--- src/rtl/frodo_host_seq_if.sv ---
// Stream-side bundle of the FrodoKEM host sequencer: job descriptor,
// host source/sink streams and the cmd/in/out channels of `main`.
interface frodo_host_seq_if #(
    parameter int CMD_SIZE = 8,
    parameter int CNT_W    = 16
);
    // job descriptor
    logic [CMD_SIZE-1:0] job_cmd;
    logic [CNT_W-1:0]    job_sendWords;
    logic [CNT_W-1:0]    job_recvWords;
    logic                job_swap;
    logic                job_isReady;
    logic                job_canReceive;
    // host source stream
    logic [63:0]         src_data;
    logic                src_isReady;
    logic                src_canReceive;
    // `main` command channel
    logic [CMD_SIZE-1:0] dut_cmd;
    logic                dut_cmd_isReady;
    logic                dut_cmd_canReceive;
    // `main` input channel
    logic [63:0]         dut_in;
    logic                dut_in_isReady;
    logic                dut_in_canReceive;
    // `main` output channel
    logic [63:0]         dut_out;
    logic                dut_out_isReady;
    logic                dut_out_canReceive;
    // host sink stream
    logic [63:0]         snk_data;
    logic                snk_isReady;
    logic                snk_canReceive;
    // status
    logic                busy;
    logic                done;

    // sequencer side
    modport master (
        input  job_cmd, job_sendWords, job_recvWords, job_swap, job_isReady,
        output job_canReceive,
        input  src_data, src_isReady,
        output src_canReceive,
        output dut_cmd, dut_cmd_isReady,
        input  dut_cmd_canReceive,
        output dut_in, dut_in_isReady,
        input  dut_in_canReceive,
        input  dut_out, dut_out_isReady,
        output dut_out_canReceive,
        output snk_data, snk_isReady,
        input  snk_canReceive,
        output busy, done
    );

    // environment side (host DMA/FIFO plus `main`)
    modport slave (
        output job_cmd, job_sendWords, job_recvWords, job_swap, job_isReady,
        input  job_canReceive,
        output src_data, src_isReady,
        input  src_canReceive,
        input  dut_cmd, dut_cmd_isReady,
        output dut_cmd_canReceive,
        input  dut_in, dut_in_isReady,
        output dut_in_canReceive,
        output dut_out, dut_out_isReady,
        input  dut_out_canReceive,
        input  snk_data, snk_isReady,
        output snk_canReceive,
        input  busy, done
    );
endinterface

--- src/rtl/frodo_host_seq.sv ---
// Host-side initiator for the FrodoKEM `main` core: accepts a job, issues
// its command, then streams words in and out concurrently with optional
// 64-bit byte reversal. Both data paths are zero-latency pass-through.
module frodo_host_seq #(
    parameter int CMD_SIZE = 8,
    parameter int CNT_W    = 16
) (
    input  logic              clk,
    input  logic              rst,
    frodo_host_seq_if.master  bus
);

    typedef enum logic [1:0] {IDLE, CMD, XFER, DONE} state_t;

    state_t              state_q, state_d;
    logic [CNT_W-1:0]    send_left_q, send_left_d;
    logic [CNT_W-1:0]    recv_left_q, recv_left_d;
    logic [CMD_SIZE-1:0] cmd_q, cmd_d;
    logic                swap_q, swap_d;

    logic                job_can_o;
    logic                src_can_o;
    logic [CMD_SIZE-1:0] cmd_o;
    logic                cmd_rdy_o;
    logic [63:0]         in_o;
    logic                in_rdy_o;
    logic                out_can_o;
    logic [63:0]         snk_o;
    logic                snk_rdy_o;
    logic                busy_o;
    logic                done_o;

    logic                send_act;
    logic                recv_act;

    // byte k of the word moves to byte 7-k
    function automatic logic [63:0] byteswap(input logic [63:0] w);
        logic [63:0] r;
        for (int k = 0; k < 8; k++) r[8*k +: 8] = w[8*(7-k) +: 8];
        return r;
    endfunction

    assign send_act = (send_left_q != '0);
    assign recv_act = (recv_left_q != '0);

    // next state, counters and all channel outputs; rst forces outputs low
    always_comb begin
        state_d     = state_q;
        send_left_d = send_left_q;
        recv_left_d = recv_left_q;
        cmd_d       = cmd_q;
        swap_d      = swap_q;
        job_can_o   = 1'b0;
        src_can_o   = 1'b0;
        cmd_o       = '0;
        cmd_rdy_o   = 1'b0;
        in_o        = '0;
        in_rdy_o    = 1'b0;
        out_can_o   = 1'b0;
        snk_o       = '0;
        snk_rdy_o   = 1'b0;
        done_o      = 1'b0;
        busy_o      = (state_q != IDLE);

        case (state_q)
            IDLE: begin
                job_can_o = 1'b1;
                if (bus.job_isReady) begin
                    cmd_d       = bus.job_cmd;
                    send_left_d = bus.job_sendWords;
                    recv_left_d = bus.job_recvWords;
                    swap_d      = bus.job_swap;
                    state_d     = CMD;
                end
            end
            CMD: begin
                cmd_o     = cmd_q;
                cmd_rdy_o = 1'b1;
                if (bus.dut_cmd_canReceive) state_d = XFER;
            end
            XFER: begin
                // send path: source -> `main` in
                in_rdy_o  = send_act & bus.src_isReady;
                src_can_o = send_act & bus.dut_in_canReceive;
                if (in_rdy_o)
                    in_o = swap_q ? byteswap(bus.src_data) : bus.src_data;
                if (in_rdy_o && bus.dut_in_canReceive)
                    send_left_d = send_left_q - 1'b1;
                // receive path: `main` out -> sink
                snk_rdy_o = recv_act & bus.dut_out_isReady;
                out_can_o = recv_act & bus.snk_canReceive;
                if (snk_rdy_o)
                    snk_o = swap_q ? byteswap(bus.dut_out) : bus.dut_out;
                if (snk_rdy_o && bus.snk_canReceive)
                    recv_left_d = recv_left_q - 1'b1;
                // leave on the same edge as the final transfer
                if (send_left_d == '0 && recv_left_d == '0) state_d = DONE;
            end
            DONE: begin
                done_o  = 1'b1;
                state_d = IDLE;
            end
            default: state_d = IDLE;
        endcase

        if (rst) begin
            job_can_o = 1'b0;
            src_can_o = 1'b0;
            cmd_o     = '0;
            cmd_rdy_o = 1'b0;
            in_o      = '0;
            in_rdy_o  = 1'b0;
            out_can_o = 1'b0;
            snk_o     = '0;
            snk_rdy_o = 1'b0;
            busy_o    = 1'b0;
            done_o    = 1'b0;
        end
    end

    // state and job registers, synchronous reset
    always_ff @(posedge clk) begin
        if (rst) begin
            state_q     <= IDLE;
            send_left_q <= '0;
            recv_left_q <= '0;
            cmd_q       <= '0;
            swap_q      <= 1'b0;
        end else begin
            state_q     <= state_d;
            send_left_q <= send_left_d;
            recv_left_q <= recv_left_d;
            cmd_q       <= cmd_d;
            swap_q      <= swap_d;
        end
    end

    assign bus.job_canReceive     = job_can_o;
    assign bus.src_canReceive     = src_can_o;
    assign bus.dut_cmd            = cmd_o;
    assign bus.dut_cmd_isReady    = cmd_rdy_o;
    assign bus.dut_in             = in_o;
    assign bus.dut_in_isReady     = in_rdy_o;
    assign bus.dut_out_canReceive = out_can_o;
    assign bus.snk_data           = snk_o;
    assign bus.snk_isReady        = snk_rdy_o;
    assign bus.busy               = busy_o;
    assign bus.done               = done_o;

endmodule

--- src/flat_wrapper.sv ---
// flat-port wrapper written by rule: the top's interface ports become plain ports
module frodo_host_seq_flat 
#(
    parameter int CMD_SIZE = 8,
    parameter int CNT_W    = 16
)
  (clk, rst, bus_job_cmd, bus_job_sendWords, bus_job_recvWords, bus_job_swap, bus_job_isReady, bus_job_canReceive, bus_src_data, bus_src_isReady, bus_src_canReceive, bus_dut_cmd, bus_dut_cmd_isReady, bus_dut_cmd_canReceive, bus_dut_in, bus_dut_in_isReady, bus_dut_in_canReceive, bus_dut_out, bus_dut_out_isReady, bus_dut_out_canReceive, bus_snk_data, bus_snk_isReady, bus_snk_canReceive, bus_busy, bus_done);
  frodo_host_seq_if #(.CMD_SIZE(CMD_SIZE), .CNT_W(CNT_W)) bus_i ();
  input  logic clk;
  input  logic rst;
  input wire logic [$bits(bus_i.job_cmd)-1:0] bus_job_cmd;
  input wire logic [$bits(bus_i.job_sendWords)-1:0] bus_job_sendWords;
  input wire logic [$bits(bus_i.job_recvWords)-1:0] bus_job_recvWords;
  input wire logic [$bits(bus_i.job_swap)-1:0] bus_job_swap;
  input wire logic [$bits(bus_i.job_isReady)-1:0] bus_job_isReady;
  output wire logic [$bits(bus_i.job_canReceive)-1:0] bus_job_canReceive;
  input wire logic [$bits(bus_i.src_data)-1:0] bus_src_data;
  input wire logic [$bits(bus_i.src_isReady)-1:0] bus_src_isReady;
  output wire logic [$bits(bus_i.src_canReceive)-1:0] bus_src_canReceive;
  output wire logic [$bits(bus_i.dut_cmd)-1:0] bus_dut_cmd;
  output wire logic [$bits(bus_i.dut_cmd_isReady)-1:0] bus_dut_cmd_isReady;
  input wire logic [$bits(bus_i.dut_cmd_canReceive)-1:0] bus_dut_cmd_canReceive;
  output wire logic [$bits(bus_i.dut_in)-1:0] bus_dut_in;
  output wire logic [$bits(bus_i.dut_in_isReady)-1:0] bus_dut_in_isReady;
  input wire logic [$bits(bus_i.dut_in_canReceive)-1:0] bus_dut_in_canReceive;
  input wire logic [$bits(bus_i.dut_out)-1:0] bus_dut_out;
  input wire logic [$bits(bus_i.dut_out_isReady)-1:0] bus_dut_out_isReady;
  output wire logic [$bits(bus_i.dut_out_canReceive)-1:0] bus_dut_out_canReceive;
  output wire logic [$bits(bus_i.snk_data)-1:0] bus_snk_data;
  output wire logic [$bits(bus_i.snk_isReady)-1:0] bus_snk_isReady;
  input wire logic [$bits(bus_i.snk_canReceive)-1:0] bus_snk_canReceive;
  output wire logic [$bits(bus_i.busy)-1:0] bus_busy;
  output wire logic [$bits(bus_i.done)-1:0] bus_done;
  assign bus_i.job_cmd = bus_job_cmd;
  assign bus_i.job_sendWords = bus_job_sendWords;
  assign bus_i.job_recvWords = bus_job_recvWords;
  assign bus_i.job_swap = bus_job_swap;
  assign bus_i.job_isReady = bus_job_isReady;
  assign bus_job_canReceive = bus_i.job_canReceive;
  assign bus_i.src_data = bus_src_data;
  assign bus_i.src_isReady = bus_src_isReady;
  assign bus_src_canReceive = bus_i.src_canReceive;
  assign bus_dut_cmd = bus_i.dut_cmd;
  assign bus_dut_cmd_isReady = bus_i.dut_cmd_isReady;
  assign bus_i.dut_cmd_canReceive = bus_dut_cmd_canReceive;
  assign bus_dut_in = bus_i.dut_in;
  assign bus_dut_in_isReady = bus_i.dut_in_isReady;
  assign bus_i.dut_in_canReceive = bus_dut_in_canReceive;
  assign bus_i.dut_out = bus_dut_out;
  assign bus_i.dut_out_isReady = bus_dut_out_isReady;
  assign bus_dut_out_canReceive = bus_i.dut_out_canReceive;
  assign bus_snk_data = bus_i.snk_data;
  assign bus_snk_isReady = bus_i.snk_isReady;
  assign bus_i.snk_canReceive = bus_snk_canReceive;
  assign bus_busy = bus_i.busy;
  assign bus_done = bus_i.done;
  frodo_host_seq #(.CMD_SIZE(CMD_SIZE), .CNT_W(CNT_W)) u_core (.clk(clk), .rst(rst), .bus(bus_i));
endmodule
--- config.mk ---
export PLATFORM = sky130hd
export DESIGN_NAME = frodo_host_seq_flat
export DESIGN_NICKNAME = d
export VERILOG_FILES = /design/src/rtl/frodo_host_seq_if.sv /design/src/rtl/frodo_host_seq.sv /design/src/flat_wrapper.sv
export SDC_FILE = /design/constraint.sdc
export NUM_CORES = 1
export LEC_CHECK = 0
export BUFFER_PORTS_ARGS = -buffer_cell sky130_fd_sc_hd__buf_4
export CAP_MARGIN = 30
export CORE_AREA = 2 2 126 128
export CTS_CLUSTER_DIAMETER = 200
export DETAILED_ROUTE_END_ITERATION = 7
export DIE_AREA = 0 0 128 130
export SYNTH_ARGS = -nofsm -noshare
export SYNTH_HDL_FRONTEND = slang
export SYNTH_SLANG_ARGS = --single-unit
--- constraint.sdc ---
create_clock -name clk -period 6.5 [get_ports clk]
set_input_delay 0.325 -clock clk [delete_from_list [all_inputs] [get_ports clk]]
set_output_delay 0.325 -clock clk [all_outputs]
set_load 0.005 [all_outputs]
# After elaboration in Yosys (flattened, before gate mapping)
# Index checks and enable logic that the tools add are counted.
# word_totals
in_bits,177
romBits,0
memories,0
latchBits,0
ram_bits,0
out_inout_bits,144
regBits,43
wordCells,67
# classes
bitwise_logic,4
div,0
n_mux,37
eq_ne,6
multipliers,0
n_addsub,2
n_reduce_logical,13
n_lt_le_gt_ge,0
n_shift,0
# op_table
op,count
2-to-1 mux 64 bit,8
2-to-1 mux 16 bit,6
one-hot mux 16 bit (2 select lines),2
logical NOT 16 bit,2
nonzero test 16 bit,2
subtractor 16 x 1 -> 16 bit (second input constant),2
2-to-1 mux 8 bit,2
2-to-1 mux 1 bit,15
one-hot mux 2 bit (4 select lines),1
2-to-1 mux 2 bit,3
AND 1 bit,4
equality test 2 bit (second input constant),2
inequality test 2 bit (second input constant),2
AND reduction 2 bit,2
nonzero test 2 bit,2
logical AND 1 bit,3
AND reduction 3 bit,1
equality test 2 x 1 -> 1 bit (second input constant),1
logical NOT 2 bit,1
inequality test 2 x 1 -> 1 bit (second input constant),1

# Depth between registers and ports, before layout
# depth
word_depth,9
depth_mapped,10
depth_no_buf,9

# Worst setup path after synthesis
# OpenSTA, ideal clock, no wires.
# synth_path
path_type,register to register
from,register u_core.recv_left_q[0]
to,register u_core.state_q[0]
arrival_ps,2416
setup_slack_ps,3997
period_less_slack_ps,2503
t_required_ps,6414
stages_incl_launch_ff,10
path_buffers,0
setup_time_ps,86
cell_sequence,dfxtp_1 inv_1 ha_1 nor3b_1 and4_1 nor2_1 mux2_2 a2111oi_2 a21boi_1 a221oi_2
# synth_between
elab_chain_cells,9
word_cells_on_any_way,10
classes_between,1 x add/sub; 1 x eq/ne; 2 x mux; 1 x bitwise; 5 x reduce/logical
# synth_rtl
element,line,rtl
start: declaration,frodo_host_seq.sv:17,"logic [CNT_W-1:0] recv_left_q, recv_left_d;"
start signal: assignment,frodo_host_seq.sv:132,recv_left_q <= recv_left_d;
"parallel branches: the longest is 3 deep, another holds subtractor 16 x 1 -> 16 bit",-,
2-to-1 mux 16 bit (*),frodo_host_seq.sv:94,if (snk_rdy_o && bus.snk_canReceive)
2-to-1 mux 16 bit (*),frodo_host_seq.sv:65,case (state_q)
logical NOT 16 bit (*),frodo_host_seq.sv:97,if (send_left_d == '0 && recv_left_d == '0) state_d = DONE;
logical AND 1 bit (*),frodo_host_seq.sv:97,
inequality test 2 x 1 -> 1 bit (no line) (*),-,
AND reduction 3 bit (no line) (*),-,
end signal: assignment,frodo_host_seq.sv:130,state_q <= state_d;
end: declaration,frodo_host_seq.sv:15,"state_t state_q, state_d;"
# Mark *: on every way between the ends. The select of a mux whose other input is x is not followed.
# A chain may end at the register's enable or synchronous reset.

# Worst setup path after layout
# layout_path
from,register u_core.recv_left_q[10]
to,output port bus_snk_data[63]
# layout_between
elab_chain_cells,5
# layout_rtl
element,line,rtl
nonzero test 16 bit,frodo_host_seq.sv:44,assign recv_act = (recv_left_q != '0);
AND 1 bit,frodo_host_seq.sv:90,snk_rdy_o = recv_act & bus.dut_out_isReady;
2-to-1 mux 64 bit,frodo_host_seq.sv:92,if (snk_rdy_o)
2-to-1 mux 64 bit,frodo_host_seq.sv:65,
2-to-1 mux 64 bit,frodo_host_seq.sv:106,if (rst) begin
end: declaration,flat_wrapper.sv:29,output wire logic [$bits(bus_i.snk_data)-1:0] bus_snk_data;
# No other way between the ends.

==> impl_metrics.env <==
export IMPL_layout_commonest_cell="buf_4"
export IMPL_power_frac_seq=0.241
export IMPL_grt_pass1_wl_um=33500
export IMPL_p_switching_w=0.000993
export IMPL_syn_nets=911
export IMPL_drtIter0Drc=326
export IMPL_grt_usage=0.263
export IMPL_die_w_um=128
export IMPL_intPower_w=0.00107
export IMPL_critPathLaunch="u_core.recv_left_q[10]"
export IMPL_io_pins=321
export IMPL_core_area_um2=15400
export IMPL_core_rowCount=46
export IMPL_slew_violations=0
export IMPL_drv_cap=0
export IMPL_finalSetupViolations=0
export IMPL_syn_area_um2=4980
export IMPL_clk_pin_slew_ns=0.07
export IMPL_crit_type="flip-flop to primary output"
export IMPL_fmax_mhz=319
export IMPL_synth_async_reset_ratio=0
export IMPL_cts_tree="done"
export IMPL_place_ws_ns=3.52
export IMPL_synth_compound_area_frac=0.156
export IMPL_wirelength_um=23500
export IMPL_worst_r2r_setup_slack_ns=3.48
export IMPL_final_nets=1184
export IMPL_port_buffers=320
export IMPL_h_tree_depth=2
export IMPL_post_cts_buffers=0
export IMPL_critPathLaunchType="flip-flop"
export IMPL_layout_min_cycle_time_ns=3.13
export IMPL_drtPass1Iterations=5
export IMPL_worst_slack_ns=3.37
export IMPL_path_max_fanout=65
export IMPL_cts_root_buffer="clkbuf_16"
export IMPL_antenna_left=0
export IMPL_dp_hpwl_um=19100
export IMPL_initial_core_util=0.323
export IMPL_relSlewSlack=0.385
export IMPL_clkLatencyLatePin_ns=0.29
export IMPL_cp_required_ns=6.17
export IMPL_final_util=0.496
export IMPL_cts_sinks=43
export IMPL_switching_share=0.480
export IMPL_drive_gt1_frac=0.349
export IMPL_hold_violations=0
export IMPL_power_density_nw_per_um2=270
export IMPL_viasPerCell=5.29
export IMPL_synth_mux_area_frac=0.270
export IMPL_pwr_share_comb=0.636
export IMPL_vias=6376
export IMPL_yosys_warnings=0
export IMPL_grt_overflow_total=0
export IMPL_cp_data_arrival_time_ns=2.81
export IMPL_finClkSkew_ns=0.00947
export IMPL_setup_tns_ns=0
export IMPL_die_area_um2=16600
export IMPL_ys_ff_latch=43
export IMPL_yosysSeqAreaShare=0.173
export IMPL_synth_main_ff_cell="dfxtp_1"
export IMPL_die_y_um=130
export IMPL_worstSetupEndpoint="bus_snk_data[63]"
export IMPL_syn_to_final_growth_pct=53.6
export IMPL_leakage_nw=3.35
export IMPL_gp_congestion=0.934
export IMPL_peakVddDrop_mv=0.137
export IMPL_syn_avg_cell_area_um2=6.85
export IMPL_ctsHoldBuffers=0
export IMPL_synth_top_family_by_area="simple AND/OR/NAND/NOR gates"
export IMPL_yosys_area_share_simple=0.330
export IMPL_grt_max_degree=66
export IMPL_r2r_end="u_core.state_q[0]"
export IMPL_cts_resized_gates=0
export IMPL_drcViolationCount=0
export IMPL_min_path_type="input pin to flip-flop"
export IMPL_yosysUniqueCellTypes=55
export IMPL_rr_worst_depth=9
export IMPL_final_cell_mix="buf_4 (325), nor2_1 (169), mux2i_1 (132), nand2_1 (63), dfxtp_1 (42)"
export IMPL_grt_pass1_vias=5887
export IMPL_finalCritPeriodShare=0.482
export IMPL_tightest_slew_ns=0.923
export IMPL_synthCells=728
export IMPL_rsz0062_at_grt="no"
export IMPL_crit_path_end_kind="primary output"
export IMPL_fin_hold_ws_ns=0.275
export IMPL_numCtsBuffers=5
export IMPL_r2r_start="u_core.recv_left_q[0]"
export IMPL_synth_edf_count=0
export IMPL_status="finished, final reports clean"
export IMPL_synth_xor_area_frac=0
export IMPL_clockBufferDepth=2
export IMPL_synthAdderAreaFrac=0.0151
export IMPL_p_clk_frac=0.123
export IMPL_totalPowerFinal_w=0.00207
export IMPL_routedWlPerCell_um=19.5
export IMPL_antenna_found_initial=11
worst min path at each step:
stage	end	from	cells past startpoint
3_3_place_gp	u_core.cmd_q[1]	u_core.cmd_q[1]	2
2_1_floorplan	u_core.cmd_q[0]	u_core.cmd_q[0]	2
3_5_place_dp	u_core.cmd_q[0]	u_core.cmd_q[0]	2
4_1_cts	u_core.cmd_q[6]	bus_job_cmd[6]	3
5_1_grt	u_core.cmd_q[5]	bus_job_cmd[5]	3
6_report	u_core.cmd_q[6]	bus_job_cmd[6]	3
cell families after synthesis:
kind of cell | after synthesis
mux | 134
fa+ha+maj | 6
simple gates | 350
flops | 43
buf+inv | 73
compound gates | 122
Yosys cell counts, drive strengths merged, types with 3 or more instances:
master    n  area [um^2]
nor4     10         92.6
nand2b    8         50.1
o21ai    31          155
nand3    13         65.1
and4      3         26.3
a211oi   11         87.6
a21oi    37          185
a21o      4         30.0
o31ai     6         45.0
inv      12         45.0
nand4     6         37.5
ha        6         75.1
nor3b     5         37.5
and2     14         87.6
dfxtp    43          861
clkbuf   49          184
or3       7         43.8
a41oi     3         26.3
or4       6         48.8
o22ai     4         25.0
buf      12         55.1
a221oi    3         32.5
nand2    65          244
mux2i   132         1320
nor3     20          100
nor2b    12         75.1
a22oi     8         60.1
and3      3         18.8
nor2    169          634
critical path, stage by stage, from the launching register on:
cell,delay [ns]
dfxtp_1,0.41
nor4_4,0.53
and4_1,0.43
nor2_1,0.14
nand2_2,0.09
buf_4,0.51
nor2_1,0.16
buf_4,0.19
state kept, by name, indices dropped and copies added, names as in the netlist:
register and flops:
u_core.recv_left_q 16, u_core.cmd_q 8, u_core.state_q 2, u_core.swap_q 1
u_core.send_left_q 16
stage by stage:
stage | area, um^2 | instances
2_1_floorplan | 4980 | 728
3_3_place_gp | 7450 | 1184
3_5_place_dp | 7490 | 1186
4_1_cts | 7630 | 1194
5_1_grt | 7660 | 1205
6_report | 7660 | 1205
metal layers:
| layer | vias up | wire, um | GRT usage |
|---|---|---|---|
| met5 | - | 0 | 0 |
| met4 | 0 | 1160 | 0.147 |
| met3 | 47 | 1380 | 0.0504 |
| met2 | 250 | 11800 | 0.464 |
| met1 | 2955 | 9140 | 0.300 |
| li1 | 3124 | - | - |
area by class of cell:
type                    instances  area [um^2]
fillers                      1600         7770
repair buffers                327         2480
multi-input cells             612         3860
flip-flops and latches         43          865
diodes                         11         27.5
well taps                     192          240
clock buffers                   6          129
inverters                      12         45.0
clock inverters                 2         11.3
power by group through the flow:
stage	sequential (W)	combinational [W]	clock, W
6_report	0.000497	0.00131	0.000255
2_1_floorplan	0.000420	0.000953	0
3_5_place_dp	0.000500	0.00131	0
5_1_grt	0.000517	0.00145	0.000268
3_3_place_gp	0.000500	0.00129	0
4_1_cts	0.000496	0.00131	0.000258
Note: power is estimated with default switching activity, not from simulation.
